`src/rtl/piece_dispenser.sv`:
```
// piece_dispenser: keeps a 7-bag randomized preview queue of tetromino
// types and issues the active falling piece on spawn or swap requests.
module piece_dispenser #(
  parameter int          QUEUE_DEPTH = 3,
  parameter logic [15:0] LFSR_SEED   = 16'hACE1
) (
  input  logic                     i_clk,
  input  logic                     i_reset,
  input  logic                     i_spawn_req,
  input  logic                     i_swap_req,
  input  logic                     i_swap_empty,
  input  logic [2:0]               i_hold_type,
  output logic                     o_piece_valid,
  output logic [2:0]               o_piece_type,
  output logic [3*QUEUE_DEPTH-1:0] o_preview,
  output logic                     o_busy
);

  localparam int             CW      = $clog2(QUEUE_DEPTH + 1);
  localparam logic [CW-1:0]  DEPTH_C = CW'(QUEUE_DEPTH);

  typedef enum logic {S_FILL, S_IDLE} state_t;

  state_t        r_state;
  logic [15:0]   r_lfsr;
  logic [6:0]    r_bag;
  logic [CW-1:0] r_count;
  logic          r_pending;
  logic          r_piece_valid;
  logic [2:0]    r_piece_type;
  logic          r_busy;
  logic [2:0]    r_queue [QUEUE_DEPTH];

  logic          w_lfsr_fb;
  logic          w_pop_req;
  logic          w_serve_hold;
  logic          w_pop;
  logic          w_set_pend;
  logic          w_push;
  logic [2:0]    w_draw;
  logic [6:0]    w_bag_clr;
  logic [CW-1:0] w_slot;
  logic [CW-1:0] w_count_nxt;
  logic [2:0]    w_queue_nxt [QUEUE_DEPTH];

  // Pick the bag entry for candidate cand: cand itself if still available,
  // otherwise the next available type scanning upward modulo 7.
  function automatic logic [2:0] f_draw(input logic [2:0] cand, input logic [6:0] bag);
    logic [2:0] start;
    logic [2:0] pick;
    logic [2:0] idx3;
    logic       found;
    start = (cand == 3'd7) ? 3'd0 : cand;
    pick  = start;
    found = 1'b0;
    for (int k = 0; k < 7; k++) begin
      idx3 = 3'((int'(start) + k) % 7);
      if (!found && bag[idx3]) begin
        pick  = idx3;
        found = 1'b1;
      end
    end
    return pick;
  endfunction

  // Fibonacci LFSR taps 16,14,13,11 (right-shifting form).
  assign w_lfsr_fb = r_lfsr[0] ^ r_lfsr[2] ^ r_lfsr[3] ^ r_lfsr[5];

  // Request arbitration, pending handling and next queue contents.
  always_comb begin
    // swap wins over spawn; a swap only needs the queue when hold is empty
    w_pop_req    = i_swap_req ? i_swap_empty : i_spawn_req;
    w_serve_hold = i_swap_req & ~i_swap_empty & ~r_pending;
    w_pop        = (r_pending | w_pop_req) & (r_count != '0) &
                   ~(w_serve_hold);
    w_set_pend   = w_pop_req & ~r_pending & (r_count == '0);
    w_push       = (r_state == S_FILL);
    w_draw       = f_draw(r_lfsr[2:0], r_bag);
    w_bag_clr    = r_bag & ~(7'd1 << w_draw);
    // when popping and pushing together the new entry goes behind the shift
    w_slot       = w_pop ? (r_count - CW'(1)) : r_count;
    w_count_nxt  = r_count + CW'(w_push) - CW'(w_pop);
    for (int i = 0; i < QUEUE_DEPTH; i++) begin
      w_queue_nxt[i] = r_queue[i];
    end
    if (w_pop) begin
      for (int i = 0; i < QUEUE_DEPTH - 1; i++) begin
        w_queue_nxt[i] = r_queue[i + 1];
      end
      w_queue_nxt[QUEUE_DEPTH - 1] = 3'd0;
    end
    if (w_push) begin
      for (int i = 0; i < QUEUE_DEPTH; i++) begin
        if (CW'(i) == w_slot) begin
          w_queue_nxt[i] = w_draw;
        end
      end
    end
  end

  // FSM, queue, bag, LFSR and registered outputs.
  always_ff @(posedge i_clk or posedge i_reset) begin
    if (i_reset) begin
      r_state       <= S_FILL;
      r_lfsr        <= LFSR_SEED;
      r_bag         <= 7'h7F;
      r_count       <= '0;
      r_pending     <= 1'b0;
      r_piece_valid <= 1'b0;
      r_piece_type  <= 3'd0;
      r_busy        <= 1'b1;
      for (int i = 0; i < QUEUE_DEPTH; i++) begin
        r_queue[i] <= 3'd0;
      end
    end else begin
      r_lfsr <= {w_lfsr_fb, r_lfsr[15:1]};
      if (w_push) begin
        r_bag <= (w_bag_clr == 7'd0) ? 7'h7F : w_bag_clr;
      end
      for (int i = 0; i < QUEUE_DEPTH; i++) begin
        r_queue[i] <= w_queue_nxt[i];
      end
      r_count <= w_count_nxt;
      r_state <= (w_count_nxt == DEPTH_C) ? S_IDLE : S_FILL;
      r_busy  <= (w_count_nxt != DEPTH_C);
      if (w_set_pend) begin
        r_pending <= 1'b1;
      end else if (w_pop) begin
        r_pending <= 1'b0;
      end
      r_piece_valid <= w_serve_hold | w_pop;
      if (w_serve_hold) begin
        r_piece_type <= i_hold_type;
      end else if (w_pop) begin
        r_piece_type <= r_queue[0];
      end
    end
  end

  for (genvar g = 0; g < QUEUE_DEPTH; g++) begin : g_preview
    assign o_preview[3*g +: 3] = r_queue[g];
  end

  assign o_piece_valid = r_piece_valid;
  assign o_piece_type  = r_piece_type;
  assign o_busy        = r_busy;

endmodule

```
`config.mk`:
```
export PLATFORM = sky130hd
export DESIGN_NAME = piece_dispenser
export DESIGN_NICKNAME = d
export VERILOG_FILES = /design/src/rtl/piece_dispenser.sv
export SDC_FILE = /design/constraint.sdc
export NUM_CORES = 1
export LEC_CHECK = 0
export ABC_AREA = 1
export CORE_UTILIZATION = 55
export DETAILED_ROUTE_END_ITERATION = 16
export PLACE_DENSITY_LB_ADDON = 0.25
export RECOVER_POWER = 50
export SLEW_MARGIN = 25
export SYNTH_ARGS = -nofsm -noshare
export SYNTH_HDL_FRONTEND = slang
export SYNTH_SLANG_ARGS = --single-unit
```
`constraint.sdc`:
```
create_clock -name i_clk -period 7.6 [get_ports i_clk]
set_input_delay 1.52 -clock i_clk [delete_from_list [all_inputs] [get_ports i_clk]]
set_output_delay 1.52 -clock i_clk [all_outputs]
set_load 0.02 [all_outputs]
```
======== After elaboration in Yosys (flattened, before gate mapping) ========
Cells that the tools add are included.
cells by class
  divide/modulo/power cells ............... 7
  bitwise gates (word level) .............. 17
  $lt $le $gt $ge ......................... 7
  reductions and logical operators ........ 18
  add/subtract/negate cells ............... 9
  $mul .................................... 0
  muxes and demuxes ....................... 41
  equality and inequality tests ........... 5
  shift-type cells ........................ 1
operators by type and width
  kind                                                                  count
  32-bit by 4-bit modulo with 32-bit output, second input constant      6
  3-bit two-way mux                                                     13
  4-bit by 4-bit modulo with 32-bit output, second input constant       1
  3-bit by 4-bit < comparator with 1-bit output, second input constant  7
  1-bit binary-select mux with 3-bit select                             7
  9-bit two-way mux                                                     2
  1-bit two-way mux                                                     17
  3-bit by 3-bit adder with 4-bit output, second input constant         3
  3-bit by 2-bit adder with 4-bit output, second input constant         2
  7-bit bitwise AND                                                     1
  7-bit logical NOT                                                     1
  7-bit two-way mux                                                     1
  7-bit inverter                                                        1
  1-bit by 3-bit left shift with 7-bit output, first input constant     1
  1-bit bitwise AND                                                     6
  1-bit logical AND                                                     6
  1-bit logical NOT                                                     6
  2-bit nonzero test                                                    3
  3-bit by 1-bit adder with 4-bit output, second input constant         1
  2-bit logical NOT                                                     2
  1-bit inverter                                                        4
  3-bit equality test, second input constant                            1
  1-bit bitwise XOR                                                     3
  2-bit by 1-bit adder with 2-bit output                                1
  other kinds (8)                                                       9
word-level totals
  bits in registers ....................... 41
  bits in writable memories ............... 0
  word-level logic and storage cells ...... 116
  latch bits .............................. 0
  memories ................................ 0
  input bits .............................. 8
  bits in read-only memories .............. 0

======== Depth between registers and ports, before layout ========
Gate-level depths: netlist of the first run.
  depth in word-level cells ............... 29
  gate-level depth with buffers ........... 34
  depth with buffers taken out ............ 34

======== Worst setup path after synthesis of the first run ========
No wires, ideal clock.
  path type ............................... register -> register
  start ................................... reg r_lfsr[0]
  end ..................................... reg r_bag[5]
  library setup time ...................... 61 ps
  data required time ...................... 7539 ps
  arrival time ............................ 4225 ps
  clock period less this slack ............ 4286 ps
  path slack .............................. 3314 ps
  cell stages (with the launch flop) ...... 32
  path buffers ............................ 0
  cell sequence ........................... dfstp_2 > ha_1 > nand2_4 > nand2_4 > inv_2 > ha_1 > ha_1 > ha_1 > ha_1 > nor2_1 > nand2_1 > o22ai_4 > nand3_2 > nand2_2 > nand2_1 > nand3_1 > nand3_2 > nand2_4 > nand4_4 > nor2_8 > nand2_2 > nand2_1 > inv_1 > nand2_2 > nand2_1 > nand2_2 > nand3_1 > nand2_1 > nand2_1 > nor2_2 > nand2_4 > nand2_1
on the way
  word-level cells in the longest chain between the ends .. 29
  elaborated cells between the ends (all ways) .. 59
  classes of those cells .................. add/sub (6); div (7); eq/ne (1); shift (1); mux (29); bitwise (2); reduce/logical (13)
ends and longest elaborated chain
  item                                                                                                line  source
  start, declared                                                                                     25    logic [15:0] r_lfsr;
  start signal, assigned                                                                              116   r_lfsr <= {w_lfsr_fb, r_lfsr[15:1]};
  3-bit equality test                                                                                 53    start = (cand == 3'd7) ? 3'd0 : cand;
  3-bit two-way mux *                                                                                 53
  parallel branches: the longest is 21 deep, another holds 32-bit by 4-bit modulo with 32-bit output  -
  3-bit two-way mux *                                                                                 58    if (!found && bag[idx3]) begin
  1-bit by 3-bit left shift with 7-bit output *                                                       79    w_bag_clr = r_bag & ~(7'd1 << w_draw);
  7-bit inverter *                                                                                    79
  7-bit bitwise AND *                                                                                 79
  7-bit logical NOT                                                                                   118   r_bag <= (w_bag_clr == 7'd0) ? 7'h7F : w_bag_clr;
  7-bit two-way mux *                                                                                 118
  end signal, assigned                                                                                118
  end, declared                                                                                       26    logic [6:0] r_bag;
Mark *: on every way between the ends. The select of a mux whose other input is x is not followed.
A chain may end at the register's enable or synchronous reset.

======== Worst setup path in the final report of the first run ========
Same ends and word-level chain as after synthesis.

==> results of run 1 <==
[state kept, by name, indices dropped and copies added (netlist names)]
register and flops:
r_pending 1, r_lfsr 16, r_bag 7, r_state 1
o_busy 1, o_piece_valid 1, r_count 2, o_preview 9
o_piece_type 3
[routing by layer]
metal / wire, µm / GRT usage (%) / vias to the layer above
met5: 0 / 0 / -
met4: 327 / 13.0 / 0
met3: 267 / 3.26 / 24
met2: 3740 / 45.4 / 73
met1: 3400 / 30.1 / 1415
li1: - / - / 1548
[cell usage in the layout (no fill, tap or decap), types with 7 or more instances in the layout]
cell | netlist | layout
dfrtp_1 | 25 | 25
o21ai_1 | 9 | 9
nand3_1 | 52 | 52
dfstp_2 | 16 | 14
o21ai_0 | 38 | 38
a21oi_1 | 12 | 12
nand2_4 | 11 | 11
nor2_2 | 7 | 7
nor2_1 | 20 | 20
clkdlybuf4s50_1 | 0 | 20
nand2_2 | 17 | 17
inv_1 | 61 | 61
ha_1 | 22 | 22
o211ai_1 | 9 | 9
inv_2 | 8 | 8
nand2_1 | 89 | 89
[final timing paths]
check / startpoint / to / slack [ns] / cells past startpoint
max: r_lfsr[0] / r_bag[5] / 2.62 / 31
min: r_lfsr[8] / r_lfsr[7] / 0.36 / 0
max reg2reg: r_lfsr[0] / r_bag[5] / 2.62 / 31
min reg2reg: r_lfsr[8] / r_lfsr[7] / 0.36 / 0
max in group asynchronous: i_reset / o_preview[3] / 3.97 / 3
min in group asynchronous: i_reset / r_lfsr[9] / 2.42 / 3
[power groups by stage]
| stage | clock network (mW) | logic, mW | registers (mW) |
|---|---|---|---|
| 5_1_grt | 0.186 | 0.853 | 0.364 |
| 4_1_cts | 0.179 | 0.764 | 0.356 |
| 3_3_place_gp | 0 | 0.747 | 0.358 |
| 6_report | 0.174 | 0.760 | 0.358 |
| 2_1_floorplan | 0 | 0.558 | 0.367 |
| 3_5_place_dp | 0 | 0.758 | 0.359 |
[stage by stage]
stage | power [mW] | instances
2_1_floorplan | 0.925 | 455
3_3_place_gp | 1.11 | 549
3_5_place_dp | 1.12 | 549
4_1_cts | 1.30 | 557
5_1_grt | 1.40 | 557
6_report | 1.29 | 557
[cells by family (layout without fill, tap and decap cells)]
group                      after synthesis  after routing  synth area share, %
AOI/OAI and AO/OA                       85             85                 15.3
and+or+nand+nor                        219            219                 34.3
muxes                                    1              1                0.325
xor gates and xnor gates                10             10                 3.18
buffers and inverters                   77            104                 8.82
DFF                                     41             41                 30.2
adders and majority gates               22             22                 7.95
[area by class of cell]
class	count	area [µm²]	share of cell area, %
Clock buffer	6	72.6	1.88
Timing Repair Buffer	22	214	5.53
Inverter	74	290	7.51
Tap cell	75	93.8	2.43
Sequential cell	41	1050	27.1
Clock inverter	2	38.8	1.00
Multi-Input combinational cell	337	2110	54.6
[worst register-to-register path, delay by kind of cell, from the launching register on]
family	cells	cell delay [ns]
AOI/OAI and AO/OA	1	0.20
adders and majority gates	5	1.39
buffers and inverters	2	0.16
DFF	1	0.78
and+or+nand+nor	23	2.40
==> flow_summary.json, run 1 <==
{
  "slowest_delay_ns": 0.78,
  "pwr-share-clk_pct": 13.5,
  "fmax_mhz": 201,
  "drt_iter0_markers": 210,
  "drive_gt1_share_pct": 19.9,
  "netlist_instances": 455,
  "clk_latency_ns": 0.29,
  "cts_tree": "built",
  "synth_area_leader_cell": "dfrtp_1",
  "p_comb_share_pct": 58.9,
  "switching_power_mw": 0.622,
  "grt-ovfl-total": 0,
  "pre_cts_ws_ns": 2.79,
  "slew_violations": 42,
  "hold_buffers": 0,
  "synth_edf_count": 0,
  "cpLargestDelayFamily": "simple AND/OR/NAND/NOR gates",
  "routabilityCongestion": 0.868,
  "grt_max_degree": 42,
  "nFillCells": 531,
  "slew_headroom_pct": -40.1,
  "finalClockSkew_ns": 0.00589,
  "synthDistinctLibCells": 51,
  "outcome": "complete, but fails checks",
  "grt_pass1_wl_um": 13000,
  "cpMaxStageDelayCell": "dfstp_1",
  "finalWorstSetupSlack_ns": 2.62,
  "drcViolationCount": 0,
  "diodes": 0,
  "clk_pin_slew_ns": 0.08,
  "cts_sinks": 41,
  "synth-async-reset-ratio_pct": 100,
  "firstDrtPassIters": 5,
  "place_hpwl_um": 6050,
  "die_h_um": 81.3,
  "cp_data_arrival_time_ns": 5.22,
  "htree_levels": 2,
  "period_share_pct": 65.5,
  "synth_flop_cell": "dfrtp_1",
  "antenna_found_initial": 0,
  "internal_power_mw": 0.670,
  "cts_setup_buffers": 0,
  "portBuffers": 21,
  "critical_path.endpoint_type": "flop",
  "syn_avg_cell_area_um2": 7.61,
  "gr-usage-all-layers_pct": 25.6,
  "cts_resized": 0,
  "syn_area_um2": 3460,
  "grt_pass1_vias": 2955,
  "p_leak_nw": 1.88,
  "yosys-top-cells-count": "nand2_1, inv_1, nand3_1",
  "peakVddDrop_mv": 0.302,
  "p_seq_share_pct": 27.7,
  "synth_top_area_share_pct": 18.1,
  "detail_route.wl_per_cell_um": 13.9,
  "num_io_pins": 22,
  "cts-root-buf": "clkbuf_8",
  "start_util_pct": 57.8,
  "hold_ws_ns": 0.359,
  "violations": "max-capacitance violations, max-slew violations",
  "worstMarginPinSlew_ns": 2.10,
  "vias_per_cell": 5.49,
  "yosysWarnings": 0,
  "wirelength_um": 7740,
  "rsz0062_at_grt": "false",
  "critPathKind": "flop to flop",
  "switching_share_pct": 48.2,
  "clk_path_buf_depth": 2,
  "synth.area.top_cells": "dfrtp_1, dfstp_2, nand2_1, ha_1, nand3_1",
  "final_cell_area_um2": 3870,
  "cts_buffers": 5,
  "die_x_um": 81.3,
  "hold_path.class": "flop to flop",
  "final_util_pct": 64.5,
  "fin_nets": 511,
  "placementRows": 28,
  "syn-num-nets": 485,
  "yosysMostFrequentCell": "nand2_1",
  "fin_setup_tns_ns": 0,
  "finalSetupViolCount": 0,
  "period_minus_slack_ns": 4.98,
  "powerDensity_nw_per_um2": 334,
  "core-area_um2": 5990,
  "synth_seq_cells": 41,
  "yosysSeqAreaShare_pct": 30.2,
  "critPathMaxFanout": 8,
  "drt.antenna.violating_nets": 0,
  "dieArea_um2": 6620,
  "cp.required_ns": 7.84,
  "cp-start-kind": "flop",
  "worst-path-buf-inv": 2,
  "cap_viol_max_count": 1,
  "final_hold_viol_count": 0,
  "synthToLayoutAreaGrowth_pct": 11.7,
  "crit_top_cell": "nand2_1",
  "vias": 3060,
  "post_dp_cell_area_um2": 3760
}
Note: power is estimated with default switching activity, not from simulation.
==> run 2: changes to the inputs <==
clock period = 4.7 ns   (was 7.6 ns; I/O delays follow)
==> flow_summary.json, run 2 (same netlist as run 1, synthesis figures left out) <==
{
  "outcome": "finished, final reports clean",
  "cp-startpoint": "r_lfsr[0]",
  "final_hold_viol_count": 0,
  "fin_nets": 524,
  "drt_iter0_markers": 237,
  "final_common_cell": "nand2_1",
  "power_mw": 2.14,
  "critical_path.endpoint": "r_bag[2]",
  "antenna_found_initial": 0,
  "diodes": 0,
  "cpLargestDelayFamily": "simple AND/OR/NAND/NOR gates",
  "peakVddDrop_mv": 0.481,
  "p_leak_nw": 1.92,
  "drt.antenna.violating_nets": 0,
  "htree_levels": 2,
  "critical_path.endpoint_type": "flop",
  "powerDensity_nw_per_um2": 529,
  "period_share_pct": 92.9,
  "slowest_delay_ns": 0.56,
  "worstReg2RegEnd": "r_bag[2]",
  "wirelength_um": 8200,
  "firstDrtPassIters": 5,
  "portBuffers": 21,
  "detail_route.wl_per_cell_um": 14.4,
  "top_register": "r_lfsr",
  "drive_gt1_share_pct": 23.8,
  "slew_violations": 0,
  "fmax_mhz": 229,
  "crit_top_cell": "nand2_1",
  "cp.required_ns": 4.93,
  "grt_max_degree": 24,
  "die_h_um": 81.3,
  "cp_data_arrival_time_ns": 4.60,
  "vias_per_cell": 5.68,
  "largest_reg_flops": 16,
  "placementRows": 28,
  "synthToLayoutAreaGrowth_pct": 16.6,
  "finalSetupViolCount": 0,
  "grt-ovfl-total": 0,
  "cts_sinks": 41,
  "final_cell_area_um2": 4040,
  "grt_pass1_vias": 3088,
  "core-area_um2": 5990,
  "critPathKind": "flop to flop",
  "cts_tree": "built",
  "finalWorstSetupSlack_ns": 0.334,
  "worst-path-buf-inv": 2,
  "reg2reg_depth": 31,
  "vias": 3235,
  "slew_headroom_pct": 24.3,
  "grt_pass1_wl_um": 13500,
  "cts_buffers": 5,
  "drcViolationCount": 0,
  "worstMarginPinSlew_ns": 1.14,
  "hold_path.class": "flop to flop",
  "place_hpwl_um": 6180,
  "clk_pin_slew_ns": 0.08,
  "regToRegSetupSlack_ns": 0.33,
  "start_util_pct": 57.8,
  "cpMaxStageDelayCell": "dfstp_2",
  "die_x_um": 81.3,
  "gr-usage-all-layers_pct": 26.8,
  "routabilityCongestion": 0.934,
  "hold_buffers": 0,
  "final_cell_mix": "nand2_1, inv_1, nand3_1",
  "crit_cells": 31,
  "finalClockSkew_ns": 0.00898,
  "clk_latency_ns": 0.30,
  "dieArea_um2": 6620,
  "r2r_start": "r_lfsr[0]",
  "critPathMaxFanout": 8,
  "cap_viol_max_count": 0,
  "num_io_pins": 22,
  "period_minus_slack_ns": 4.37,
  "cp-start-kind": "flop",
  "post_dp_cell_area_um2": 3780,
  "pre_cts_ws_ns": 0.0943,
  "cts-root-buf": "clkbuf_8",
  "clk_path_buf_depth": 2
}
[run 2: changes by cell type in the layout (fill, tap and decap cells not counted), moves of 2 or more]
cell     previous run  this run
nand3_1            52        50
ha_1               22        16
ha_2                0         2
nand3_2             5         7
ha_4                0         4
buf_4               0        12
[run 2: stage by stage]
step	util (%)	hold WS, ns	setup TNS [ns]	cells
final	67.4	0.359	0	570
after global placement	63.1	0.333	0	552
after floorplan	-	0.331	0	455
after global routing	67.4	0.369	-0.0779	570
after detailed placement	63.1	0.342	0	552
after CTS	65.0	0.358	0	560
[run 2: final cells by class]
type | instances | area (µm²)
Multi-Input combinational cell | 337 | 2180
Fill cell | 497 | 1950
Sequential cell | 41 | 1050
Timing Repair Buffer | 35 | 308
Inverter | 74 | 293
Tap cell | 75 | 93.8
Clock buffer | 6 | 72.6
Clock inverter | 2 | 38.8
[run 2: worst min path at each step]
| stage | startpoint | end | slack (ns) | depth (start not counted) |
|---|---|---|---|---|
| 2_1_floorplan | r_lfsr[4] | r_lfsr[3] | 0.33 | 0 |
| 3_3_place_gp | r_lfsr[4] | r_lfsr[3] | 0.33 | 0 |
| 3_5_place_dp | r_lfsr[8] | r_lfsr[7] | 0.34 | 0 |
| 4_1_cts | r_lfsr[6] | r_lfsr[5] | 0.36 | 0 |
| 5_1_grt | r_lfsr[6] | r_lfsr[5] | 0.37 | 0 |
| 6_report | r_lfsr[4] | r_lfsr[3] | 0.36 | 0 |
[run 2: layer usage]
metal / wire (µm) / track usage, % / vias to the layer above
li1: - / - / 1576
met1: 3380 / 31.9 / 1519
met2: 4080 / 47.0 / 116
met3: 450 / 3.71 / 24
met4: 287 / 12.9 / 0
met5: 0 / 0 / -
[run 2: report_power, final]
group	switching (mW)	internal, mW	leakage, nW
combinational	0.804	0.471	1.37
sequential	0.102	0.478	0.494
clock	0.124	0.159	0.0554
[run 2: what timing repair did]
item / 4_1_cts / 5_1_grt
setup endpoints to repair: 0 / 7
resized for setup: 0 / 14
setup buffers: 0 / 10
[run 2: worst reg2reg max path: cells and delay by family, from the launching register on]
kind / cells / cell delay, ns
buffers and inverters: 2 / 0.13
DFF: 1 / 0.56
and+or+nand+nor: 23 / 2.44
AOI/OAI and AO/OA: 1 / 0.21
adders and majority gates: 5 / 0.99
==> run 3: changes to the inputs <==
CORE_MARGIN = 2   (was not set)
==> flow_summary.json, run 3 (same netlist as run 1, synthesis figures left out) <==
{
  "outcome": "finished, final reports clean",
  "period_share_pct": 93.8,
  "reg2reg_depth": 31,
  "dieArea_um2": 6950,
  "critical_path.endpoint_type": "flop",
  "p_leak_nw": 1.93,
  "slew_violations": 0,
  "cp_data_arrival_time_ns": 4.65,
  "gr-usage-all-layers_pct": 23.8,
  "detail_route.wl_per_cell_um": 14.1,
  "cp.required_ns": 4.94,
  "crit_top_cell": "nand2_1",
  "regToRegSetupSlack_ns": 0.29,
  "critPathKind": "flop to flop",
  "finalClockSkew_ns": 0.0139,
  "wirelength_um": 8070,
  "largest_reg_flops": 16,
  "synthToLayoutAreaGrowth_pct": 16.9,
  "final_hold_viol_count": 0,
  "worstMarginPinSlew_ns": 0.938,
  "drive_gt1_share_pct": 25.4,
  "die_x_um": 83.3,
  "hold_depth": 0,
  "worstReg2RegEnd": "r_bag[6]",
  "whs_endpoint": "r_lfsr[6]",
  "placed_cells": 552,
  "stdcell_count": 572,
  "finalSetupViolCount": 0,
  "vias_per_cell": 5.59,
  "routabilityCongestion": 0.961,
  "cap_viol_max_count": 0,
  "drt.antenna.violating_nets": 0,
  "powerDensity_nw_per_um2": 517,
  "slowest_delay_ns": 0.56,
  "fin_nets": 526,
  "grt_pass1_wl_um": 13800,
  "drcViolationCount": 0,
  "cts-root-buf": "clkbuf_8",
  "grt_pass1_vias": 3008,
  "drt_iter0_markers": 162,
  "peakVddDrop_mv": 0.464,
  "fin_setup_tns_ns": 0,
  "antenna_found_initial": 0,
  "clk_path_buf_depth": 2,
  "num_io_pins": 22,
  "core-area_um2": 5990,
  "firstDrtPassIters": 5,
  "cp-start-kind": "flop",
  "diodes": 0,
  "portBuffers": 21,
  "htree_levels": 2,
  "power_mw": 2.09,
  "critPathMaxFanout": 8,
  "clk_pin_slew_ns": 0.08,
  "hp-start": "r_lfsr[7]",
  "place_hpwl_um": 6120,
  "placementRows": 28,
  "hold_path.class": "flop to flop",
  "fmax_mhz": 227,
  "die_h_um": 83.3,
  "final_cell_mix": "nand2_1, inv_1, nand3_1",
  "cts_buffers": 5,
  "cpMaxStageDelayCell": "dfstp_2",
  "start_util_pct": 57.8,
  "hold_buffers": 0,
  "grt_max_degree": 29,
  "cts_sinks": 41,
  "cts_tree": "built",
  "grt-ovfl-total": 0,
  "slew_headroom_pct": 37.4,
  "final_common_cell": "nand2_1",
  "period_minus_slack_ns": 4.41,
  "r2r_start": "r_lfsr[0]",
  "clk_latency_ns": 0.30,
  "top_register": "r_lfsr",
  "vias": 3195
}
## run 3: changes by cell type in the layout (fill, tap and decap cells not counted), sizes merged
cell / change
buf: +2
bufinv: -1
clkbuf: -1
clkinvlp: +1
inv: +1
## run 3: worst max-delay path, delay by kind of cell (launching register included)
kind                     cells  cell delay (ns)
AO/OA/AOI/OAI                1             0.23
adder cells (fa/ha/maj)      5             1.04
buffers and inverters        2             0.13
flip-flops                   1             0.56
AND/OR/NAND/NOR             23             2.40
## run 3: layer usage
metal / vias to the layer above / GRT usage (%) / share of wire (%)
met5: - / 0 / 0
met2: 103 / 40.9 / 50
met1: 1496 / 30.4 / 42
met4: 0 / 10.3 / 3.4
li1: 1575 / - / -
met3: 21 / 2.39 / 4.2
## run 3: timing repair
item | CTS | global route
resized for setup | 0 | 17
setup endpoints to repair | 0 | 7
buffers inserted | 0 | 12
## run 3: layout make-up
cell class / instances / area [µm²]
Clock buffer: 5 / 68.8
Multi-Input combinational cell: 337 / 2200
Sequential cell: 41 / 1050
Timing Repair Buffer: 37 / 327
Fill cell: 497 / 1940
Tap cell: 75 / 93.8
Clock inverter: 3 / 25.0
Inverter: 74 / 290
## run 3: power by group
part | internal [mW] | total [mW] | leakage, nW | switching, mW
sequential | 0.478 | 0.577 | 0.494 | 0.0987
combinational | 0.483 | 1.28 | 1.39 | 0.797
clock | 0.107 | 0.239 | 0.0447 | 0.131
## run 3: through the flow
| stage | area [µm²] | setup slack [ns] | util (%) | hold WS [ns] |
|---|---|---|---|---|
| 2_1_floorplan | 3460 | 0.414 | - | 0.331 |
| 3_3_place_gp | 3780 | 0.228 | 63.1 | 0.335 |
| 3_5_place_dp | 3780 | 0.0982 | 63.1 | 0.336 |
| 4_1_cts | 3870 | 0.0717 | 64.7 | 0.351 |
| 5_1_grt | 4050 | -0.0122 | 67.6 | 0.359 |
| 6_report | 4050 | 0.289 | 67.6 | 0.352 |
## run 3: how the worst max path moves through the flow
stage | start | endpoint | slack (ns) | depth (start not counted)
after floorplan | r_lfsr[0] | r_bag[5] | 0.41 | 31
after global placement | r_lfsr[1] | r_bag[2] | 0.23 | 31
after detailed placement | r_lfsr[1] | r_bag[6] | 0.1 | 31
after CTS | r_lfsr[1] | r_bag[0] | 0.07 | 31
after global routing | r_lfsr[0] | r_bag[0] | -0.01 | 32
final | r_lfsr[0] | r_bag[6] | 0.29 | 31
